`src/rtl/pixel_color_scheduler.sv`:
```
// rtl/pixel_color_scheduler.sv - round-robin colour-LUT read scheduler for Mandelbrot engines
module pixel_color_scheduler #(
    parameter int DATA_WIDTH    = 32,
    parameter int RBG_SIZE      = 24,
    parameter int MAX_ITERATION = 50,
    parameter int NUM_ENGINES   = 30,
    parameter int ID_WIDTH      = $clog2(NUM_ENGINES),
    parameter int ADDR_WIDTH    = $clog2(MAX_ITERATION),
    parameter int OUT_DEPTH     = 4
) (
    input  logic                   clk,
    input  logic                   rst_n,
    input  logic [NUM_ENGINES-1:0] eng_req,
    input  logic [DATA_WIDTH-1:0]  eng_iter [NUM_ENGINES],
    output logic [NUM_ENGINES-1:0] eng_ack,
    output logic                   lut_rd_en,
    output logic [ADDR_WIDTH-1:0]  lut_addr,
    input  logic [RBG_SIZE-1:0]    lut_rgb,
    output logic                   pix_valid,
    input  logic                   pix_ready,
    output logic [RBG_SIZE-1:0]    pix_rgb,
    output logic [ID_WIDTH-1:0]    pix_engine,
    output logic                   pix_in_set,
    output logic                   busy
);

    localparam int PTR_W   = $clog2(OUT_DEPTH);
    localparam int CNT_W   = PTR_W + 1;
    localparam int ENTRY_W = RBG_SIZE + ID_WIDTH + 1;

    localparam logic [DATA_WIDTH-1:0] LAST_ITER = DATA_WIDTH'(MAX_ITERATION - 1);
    localparam logic [ADDR_WIDTH-1:0] LAST_ADDR = ADDR_WIDTH'(MAX_ITERATION - 1);
    localparam logic [ID_WIDTH-1:0]   LAST_ID   = ID_WIDTH'(NUM_ENGINES - 1);

    // arbitration state
    logic [ID_WIDTH-1:0]   rr_ptr_q, rr_ptr_d;
    logic                  grant_vld;
    logic [ID_WIDTH-1:0]   grant_id;
    logic                  credit;

    // clamp of the granted count
    logic [DATA_WIDTH-1:0] sel_iter;
    logic                  in_set_d;
    logic [ADDR_WIDTH-1:0] addr_d;

    // LUT read pipeline: s1 = read issued, s2 = LUT data on lut_rgb
    logic                  s1_valid_q;
    logic [ID_WIDTH-1:0]   s1_id_q;
    logic                  s1_in_set_q;
    logic [ADDR_WIDTH-1:0] lut_addr_q;
    logic                  s2_valid_q;
    logic [ID_WIDTH-1:0]   s2_id_q;
    logic                  s2_in_set_q;

    // output FIFO
    logic [ENTRY_W-1:0]    fifo_mem_q [OUT_DEPTH];
    logic [PTR_W-1:0]      wr_ptr_q, wr_ptr_d;
    logic [PTR_W-1:0]      rd_ptr_q, rd_ptr_d;
    logic [CNT_W-1:0]      fifo_count_q, fifo_count_d;
    logic                  push;
    logic                  pop;
    logic [RBG_SIZE-1:0]   head_rgb;
    logic [ID_WIDTH-1:0]   head_id;
    logic                  head_in_set;

    // Credit counts only registered occupancy, so a same-cycle pop never frees a slot early.
    always_comb begin
        credit = (int'(fifo_count_q) + int'(s1_valid_q) + int'(s2_valid_q)) < OUT_DEPTH;
    end

    // Round-robin search starting at rr_ptr, wrapping past the last engine.
    always_comb begin : arb_search
        int idx;
        idx       = 0;
        grant_vld = 1'b0;
        grant_id  = '0;
        for (int i = 0; i < NUM_ENGINES; i++) begin
            idx = int'(rr_ptr_q) + i;
            if (idx >= NUM_ENGINES) begin
                idx = idx - NUM_ENGINES;
            end
            if (!grant_vld && eng_req[idx]) begin
                grant_vld = 1'b1;
                grant_id  = ID_WIDTH'(idx);
            end
        end
        if (!(rst_n && credit)) begin
            grant_vld = 1'b0;
            grant_id  = '0;
        end
    end

    // One-hot acknowledge and next round-robin pointer.
    always_comb begin
        eng_ack = '0;
        if (grant_vld) begin
            eng_ack[grant_id] = 1'b1;
        end
        rr_ptr_d = rr_ptr_q;
        if (grant_vld) begin
            rr_ptr_d = (grant_id == LAST_ID) ? '0 : grant_id + ID_WIDTH'(1);
        end
    end

    // Clamp at full width so huge counts do not alias onto low LUT entries.
    always_comb begin
        sel_iter = eng_iter[grant_id];
        in_set_d = (sel_iter >= LAST_ITER);
        addr_d   = in_set_d ? LAST_ADDR : sel_iter[ADDR_WIDTH-1:0];
    end

    // Arbiter pointer and the two LUT pipeline stages.
    always_ff @(posedge clk) begin
        if (!rst_n) begin
            rr_ptr_q    <= '0;
            s1_valid_q  <= 1'b0;
            s1_id_q     <= '0;
            s1_in_set_q <= 1'b0;
            lut_addr_q  <= '0;
            s2_valid_q  <= 1'b0;
            s2_id_q     <= '0;
            s2_in_set_q <= 1'b0;
        end else begin
            rr_ptr_q   <= rr_ptr_d;
            s1_valid_q <= grant_vld;
            if (grant_vld) begin
                s1_id_q     <= grant_id;
                s1_in_set_q <= in_set_d;
                lut_addr_q  <= addr_d;
            end
            s2_valid_q  <= s1_valid_q;
            s2_id_q     <= s1_id_q;
            s2_in_set_q <= s1_in_set_q;
        end
    end

    assign lut_rd_en = s1_valid_q;
    assign lut_addr  = lut_addr_q;

    // FIFO control: push LUT data with its tag, pop on downstream handshake.
    always_comb begin
        push         = s2_valid_q;
        pop          = pix_valid && pix_ready;
        wr_ptr_d     = push ? wr_ptr_q + PTR_W'(1) : wr_ptr_q;
        rd_ptr_d     = pop ? rd_ptr_q + PTR_W'(1) : rd_ptr_q;
        fifo_count_d = fifo_count_q;
        if (push && !pop) begin
            fifo_count_d = fifo_count_q + CNT_W'(1);
        end else if (!push && pop) begin
            fifo_count_d = fifo_count_q - CNT_W'(1);
        end
    end

    // FIFO pointers and occupancy.
    always_ff @(posedge clk) begin
        if (!rst_n) begin
            wr_ptr_q     <= '0;
            rd_ptr_q     <= '0;
            fifo_count_q <= '0;
        end else begin
            wr_ptr_q     <= wr_ptr_d;
            rd_ptr_q     <= rd_ptr_d;
            fifo_count_q <= fifo_count_d;
        end
    end

    // FIFO storage; contents are don't-care while the count says empty.
    always_ff @(posedge clk) begin
        if (push) begin
            fifo_mem_q[wr_ptr_q] <= {lut_rgb, s2_id_q, s2_in_set_q};
        end
    end

    assign {head_rgb, head_id, head_in_set} = fifo_mem_q[rd_ptr_q];

    // Output stream shows the FIFO head, forced to zero while empty.
    always_comb begin
        pix_valid  = (fifo_count_q != '0);
        pix_rgb    = pix_valid ? head_rgb : '0;
        pix_engine = pix_valid ? head_id : '0;
        pix_in_set = pix_valid ? head_in_set : 1'b0;
        busy       = s1_valid_q | s2_valid_q | (fifo_count_q != '0);
    end

endmodule

```
`config.mk`:
```
export PLATFORM = sky130hd
export DESIGN_NAME = pixel_color_scheduler
export DESIGN_NICKNAME = d
export VERILOG_FILES = /design/src/rtl/pixel_color_scheduler.sv
export SDC_FILE = /design/constraint.sdc
export NUM_CORES = 1
export LEC_CHECK = 0
export CORE_AREA = 2 2 426 428
export DETAILED_ROUTE_END_ITERATION = 7
export DIE_AREA = 0 0 428 430
export GPL_ROUTABILITY_DRIVEN = 0
export PLACE_DENSITY = 0.4
export SLEW_MARGIN = 20
export SYNTH_ARGS = -nofsm -noshare
export SYNTH_HDL_FRONTEND = slang
export SYNTH_SLANG_ARGS = --single-unit
```
`constraint.sdc`:
```
create_clock -name clk -period 9.9 [get_ports clk]
set_input_delay 1.98 -clock clk [delete_from_list [all_inputs] [get_ports clk]]
set_output_delay 1.98 -clock clk [all_outputs]
set_load 0.02 [all_outputs]
```
## Word-level counts from Yosys, hierarchy flattened

Memory sizes are Yosys's and may differ from the RTL's. A register that Yosys moved wholly into a read port is not among the register bits.
Index checks and enable logic that the tools add are counted.

- Register bits after elaboration: 32
- Bits in latches: 0
- RAM bits: 120
- Memory bits (read-only): 0
- Input bits: 1017
- Output and inout port bits: 69
- Word-level logic and storage cells: 413
- Memories: 1

- Add/subtract/negate cells: 66
- Multipliers: 0
- Div/mod/pow operators: 0
- $lt $le $gt $ge: 65
- Equal/unequal tests: 1
- Shift operators: 0
- Multiplexer cells: 199
- Bitwise logic cells: 3
- Reductions and logical operators: 67

Memory list:

| name | depth | width | rd ports | clocked after memory_dff | wr ports | line | RTL |
|---|---|---|---|---|---|---|---|
| fifo_mem_q | 4 | 30 | 1 | 1 | 1 | 56 | `logic [ENTRY_W-1:0] fifo_mem_q [OUT_DEPTH];` |

Operators by type and width:

| kind | number |
|---|---|
| 32-bit 2-to-1 mux | 32 |
| 32-bit by 7-bit less-than comparator with 1-bit output (second input constant) | 30 |
| 6-bit by 5-bit subtractor with 7-bit output (second input constant) | 29 |
| 6-bit by 5-bit >= comparator with 1-bit output (second input constant) | 29 |
| 5-bit 2-to-1 mux | 33 |
| 32-bit binary-select mux with 5-bit select | 1 |
| 1-bit binary-select mux with 5-bit select | 30 |
| 1-bit 2-to-1 mux | 95 |
| 5-bit by 5-bit adder with 6-bit output (second input constant) | 14 |
| 5-bit by 4-bit adder with 6-bit output (second input constant) | 8 |
| 1-bit logical AND | 34 |
| 32-bit by 6-bit >= comparator with 1-bit output (second input constant) | 1 |
| 1-bit logical NOT | 31 |
| 30-bit 2-to-1 mux | 1 |
| 5-bit by 3-bit adder with 6-bit output (second input constant) | 4 |
| 24-bit 2-to-1 mux | 1 |
| 5-bit by 2-bit adder with 6-bit output (second input constant) | 2 |
| 5-bit by 1-bit adder with 6-bit output (second input constant) | 1 |
| 6-bit >= comparator (second input constant) | 1 |
| 5-bit by 6-bit less-than comparator with 1-bit output (second input constant) | 1 |
| 3-bit 2-to-1 mux | 2 |
| 6-bit 2-to-1 mux | 1 |
| 5-bit inverter with 6-bit output | 1 |
| 5-bit by 5-bit subtractor with 6-bit output (second input constant) | 1 |
| 15 further kinds | 18 |

## Depth between registers and ports, before layout

- Depth after elaboration: 100
- Mapped depth: 43
- Depth with buffers taken out: 26

## Least setup slack after synthesis

No wires, ideal clock.

- Kind: reg2out
- Start point: register rr_ptr_q[1]
- End point: output port eng_ack[29]
- Arrival: 8.449 ns
- Setup slack: -0.529 ns
- Cell stages (with the launch flop): 33
- Buffers on the path: 12
- Cell sequence: dfxtp_1 > buf_4 > buf_4 > inv_1 > buf_2 > clkbuf_1 > ha_1 > inv_2 > buf_1 > clkbuf_1 > ha_1 > buf_1 > nor2b_1 > o41a_1 > o31a_1 > xnor2_2 > mux4_2 > mux2_2 > mux2i_1 > nand3_1 > nand2_1 > nand2_1 > a211oi_1 > o311ai_2 > inv_2 > buf_4 > buf_2 > buf_4 > buf_2 > buf_2 > ha_1 > nand2_1 > nor4_1

- Cells in the longest elaborated chain, start to end: 99

Ends and longest elaborated chain:

| element | line | RTL |
|---|---|---|
| start, declared | 36 | `logic [ID_WIDTH-1:0] rr_ptr_q, rr_ptr_d;` |
| start signal, assigned | 124 | `rr_ptr_q <= rr_ptr_d;` |
| branches (longest 92 deep; another with 6-bit by 5-bit subtractor with 7-bit output) | - |  |
| 5-bit 2-to-1 mux * | 82 | `if (!grant_vld && eng_req[idx]) begin` |
| 5-bit 2-to-1 mux * | 87 | `if (!(rst_n && credit)) begin` |
| net grant_id[0] | 38 | `logic [ID_WIDTH-1:0] grant_id;` |
| 5-bit by 6-bit less-than comparator with 1-bit output (implied by the code) or 5-bit by 1-bit >= comparator with 1-bit output (tied branches) | 97 | `eng_ack[grant_id] = 1'b1;` |
| 1-bit logical AND (implied by the code) | 97 |  |
| 1-bit 2-to-1 mux (implied by the code) | 97 |  |
| 1-bit demux with 5-bit select * | 97 |  |
| 30-bit 2-to-1 mux * | 96 | `if (grant_vld) begin` |
| end, declared | 15 | `output logic [NUM_ENGINES-1:0] eng_ack,` |

Mark *: on every way through the listed nets, which the timed path passes. The select of a mux whose other input is x is not followed.

## Worst setup path in the final report

- Start point: register rr_ptr_q[1]
- End point: output port eng_ack[18]

- Cells in the longest elaborated chain, start to end: 99

Ends and longest elaborated chain:

| element | line |
|---|---|
| branches (longest 98 deep; another with 6-bit by 5-bit subtractor with 7-bit output) | - |
| 30-bit 2-to-1 mux * | 96 |

Every way passes the cells marked *. The select of a mux whose other input is x is not followed.

==> results.sh <==
export IMPL_antenna_found_initial=55
export IMPL_path_common_cell="buf_4"
export IMPL_finalPower_mw=19.39
export IMPL_crit_family="simple AND/OR/NAND/NOR gates"
export IMPL_cts_sinks=154
export IMPL_tritoncts="done"
export IMPL_hpwlAfterDp_um=191700
export IMPL_critPathMaxStageDelay_ns=0.82
export IMPL_hold_viol_final=0
export IMPL_clk_pin_slew_ns=0.08
export IMPL_critPathMaxFanout=13
export IMPL_fin_skew_ns=0.01832
export IMPL_ys_ff_latch=154
export IMPL_synth_edf_count=120
export IMPL_vias=36500
export IMPL_power_switching_mw=11.53
export IMPL_grt_pass1_vias=35220
export IMPL_core_rowCount=156
export IMPL_cts_hold_buf=0
export IMPL_pwr_share_comb_pct=92.3
export IMPL_fin_crit_sh_pct=97.51
export IMPL_fp_dieH_um=430
export IMPL_ir_drop_mv=0.3194
export IMPL_insertion_delay_ns=0.43
export IMPL_slew_headroom_pct=22.79
export IMPL_setup_viol=0
export IMPL_avgSynthCellArea_um2=7.900
export IMPL_min_path_type="reg -> reg"
export IMPL_worst_pin_slew_ns=1.154
export IMPL_pre_cts_slack_ns=0.1884
export IMPL_cp_required_ns=7.92
export IMPL_final_layout_size_suffix_gt1_share_pct=16.81
export IMPL_cts_path_max_buffers=2
export IMPL_critPathKind="reg -> out"
export IMPL_grt_pass1_wl_um=300100
export IMPL_max_freq_ghz=0.1036
export IMPL_final_common_cell="clkdlybuf4s50_1"
export IMPL_cts_resized=0
export IMPL_p_leak_nw=15.29
export IMPL_synth_distinct_cells=123
export IMPL_ant_nets=0
export IMPL_yosys_top_cells_area="edfxtp_1, mux2i_1, mux4_2"
export IMPL_fin_crit_ns=9.653
export IMPL_drtIter0Drc=3869
export IMPL_path_cells="ha_1, xnor2_1, inv_2, ha_1, or2_2, o221ai_1, a21oi_1, nor2_1, mux2_2, o32ai_1, buf_4, o211ai_1, nor4_1, buf_4, nand4bb_1, o2111a_1, nor3b_1, a211o_1, and3_2, nand3_1, buf_4, nor2_1, clkdlybuf4s50_1"
export IMPL_internal_power_mw=7.858
export IMPL_status="complete, no violations"
export IMPL_yosysTopAreaCellShare_pct=13.43
export IMPL_worstPathArrival_ns=7.67
export IMPL_port_buffers=1085
export IMPL_switching_share_pct=59.47
export IMPL_nFillCells=19650
export IMPL_clkPwrFrac_pct=3.5
export IMPL_die_x_um=428
export IMPL_final_nets=5770
export IMPL_setup_tns_ns=0
export IMPL_via_per_inst=5.132
export IMPL_numCtsBuffers=17
export IMPL_cts_setup_buffers=0
export IMPL_maxCapViolCount=0
export IMPL_final_max_slew_viol_count=0
export IMPL_core_area_um2=179800
export IMPL_synth_warnings=0
export IMPL_track_usage_pct=23.29
export IMPL_ys_seq_area_share_pct=15.96
export IMPL_wirelength_um=226000
export IMPL_io_pins=1086
export IMPL_fin_util_pct=24.42
export IMPL_cpMaxStageDelayCell="xnor2_1"
export IMPL_worstSetupStartpointType="flop"
export IMPL_placedCellCount=7067
export IMPL_synth_async_sr_flop_share_pct=0
export IMPL_fin_cells=7112
export IMPL_pwr_density_cell_nw_per_um2=441.6
export IMPL_wire_per_inst_um=31.78
export IMPL_postSynthCellCount=3397
export IMPL_htreeDepth=4
export IMPL_synth_top_area_cell="edfxtp_1"
export IMPL_dr_pass1_iters=6
export IMPL_drc=0
export IMPL_end_kind="output pin"
export IMPL_path_buf_inv=5
export IMPL_initial_core_util_pct=14.93
export IMPL_synthFlopType="edfxtp_1"
export IMPL_layout_common_cells="clkdlybuf4s50_1, buf_4, nand2_1, mux2i_1, nor2_1"
export IMPL_power_frac_seq_pct=4.2
export IMPL_grt_max_degree=73
export IMPL_synthToLayoutAreaGrowth_pct=63.58
export IMPL_syn_cell_area_um2=26840
export IMPL_grt_overflow=0
export IMPL_cts_root_buffer="clkbuf_16"
export IMPL_die_area_um2=184000
export IMPL_setup_ws_ns=0.2465
export IMPL_synth_nets=4451
export IMPL_rsz0062_at_grt="false"
==> worst register-to-register path, cell delays in order, from the launching register on <==
cell and delay (ns):
dfxtp_2 0.40, inv_1 0.40, buf_4 0.51, ha_1 0.71
nand2b_1 0.23, or3_1 0.45, a2111oi_0 0.46, o31ai_1 0.19
a21oi_1 0.45, a21o_1 0.32, a21oi_1 0.10, buf_4 0.15
o211ai_1 0.22, a31o_2 0.19, nand3_1 0.22, o311ai_4 0.69
inv_8 0.05, buf_4 0.27, buf_12 0.26, o311ai_0 0.91
buf_4 0.28, a31oi_1 0.09, a311oi_1 0.60, buf_4 0.27
o2111ai_1 0.17, nor4_4 0.34, buf_4 0.25, a41o_1 0.18
==> stage by stage <==
stage / hold WS (ns) / instance area, um^2
global route: 0.4946 / 43870
floorplan: 0.4229 / 26850
detailed placement: 0.4759 / 43270
CTS: 0.4858 / 43860
global placement: 0.4560 / 43260
finish: 0.4754 / 43900
==> final timing paths <==
check	slack [ns]	depth (start not counted)	endpoint	start
worst max register to register	0.50	27	lut_addr[2]$_SDFFE_PN0P_	rr_ptr_q[1]$_SDFFE_PN0P_
worst max-delay path	0.25	23	eng_ack[18]	rr_ptr_q[1]$_SDFFE_PN0P_
worst min-delay path	0.48	0	fifo_mem_q[2][5]$_DFFE_PP_	s2_id_q[4]$_SDFF_PN0_
worst min register to register	0.48	0	fifo_mem_q[2][5]$_DFFE_PP_	s2_id_q[4]$_SDFF_PN0_
==> routing by layer <==
layer / GRT usage, % / share of wire (%)
met3: 4.592 / 8.3
met1: 28.66 / 39
met5: 0 / 0.071
met2: 40.66 / 48
met4: 7.179 / 3.7
==> power by group through the flow <==
stage | Clock (mW) | Sequential (mW) | Combinational (mW)
6_report | 0.670 | 0.822 | 17.9
4_1_cts | 0.690 | 0.823 | 17.6
2_1_floorplan | 0 | 0.816 | 9.49
3_3_place_gp | 0 | 0.837 | 17.7
3_5_place_dp | 0 | 0.838 | 17.6
5_1_grt | 0.718 | 0.831 | 18.8
==> synthesized netlist by cell type, types with 51 or more instances <==
library cell / count
mux4_2: 72
a31oi_1: 51
nand4_1: 51
nand2_1: 307
clkbuf_1: 107
a211oi_1: 69
nand3_1: 147
edfxtp_1: 120
nor2_1: 250
a21oi_1: 184
nor3_1: 179
buf_2: 80
mux2i_1: 283
mux2_2: 62
o21ai_0: 141
and2_1: 75
nor4_1: 98
o211ai_1: 74
==> area by class of cell <==
cell class / instances / area [um^2] / share of cell area, %
sequential: 154 / 4294 / 9.781
tap: 2370 / 2965 / 6.755
clock inverter: 14 / 158.9 / 0.3620
clock buffer: 18 / 429.2 / 0.9776
inverter: 44 / 185.2 / 0.4218
timing repair buffer: 1562 / 14650 / 33.37
multi-input combinational: 2937 / 21190 / 48.26
antenna: 13 / 32.53 / 0.07410
==> sequential cells by signal (all words and copies together) (netlist names), named ones only <==
name          flops
push              1
rr_ptr_q          5
lut_addr          6
fifo_count_q      3
s2_id_q           5
s1_in_set_q       1
rd_ptr_q          2
wr_ptr_q          2
s2_in_set_q       1
s1_id_q           5
lut_rd_en         1
fifo_mem_q      120
==> logic make-up after synthesis <==
logic type / share of synthesized area, %
AOI/OAI and AO/OA: 29.58
xor gates and xnor gates: 2.471
adders and majority gates: 1.753
buffers and inverters: 5.772
DFF: 15.96
muxes: 19.46
and+or+nand+nor: 25.00
Power figures use the tool's default switching activity.
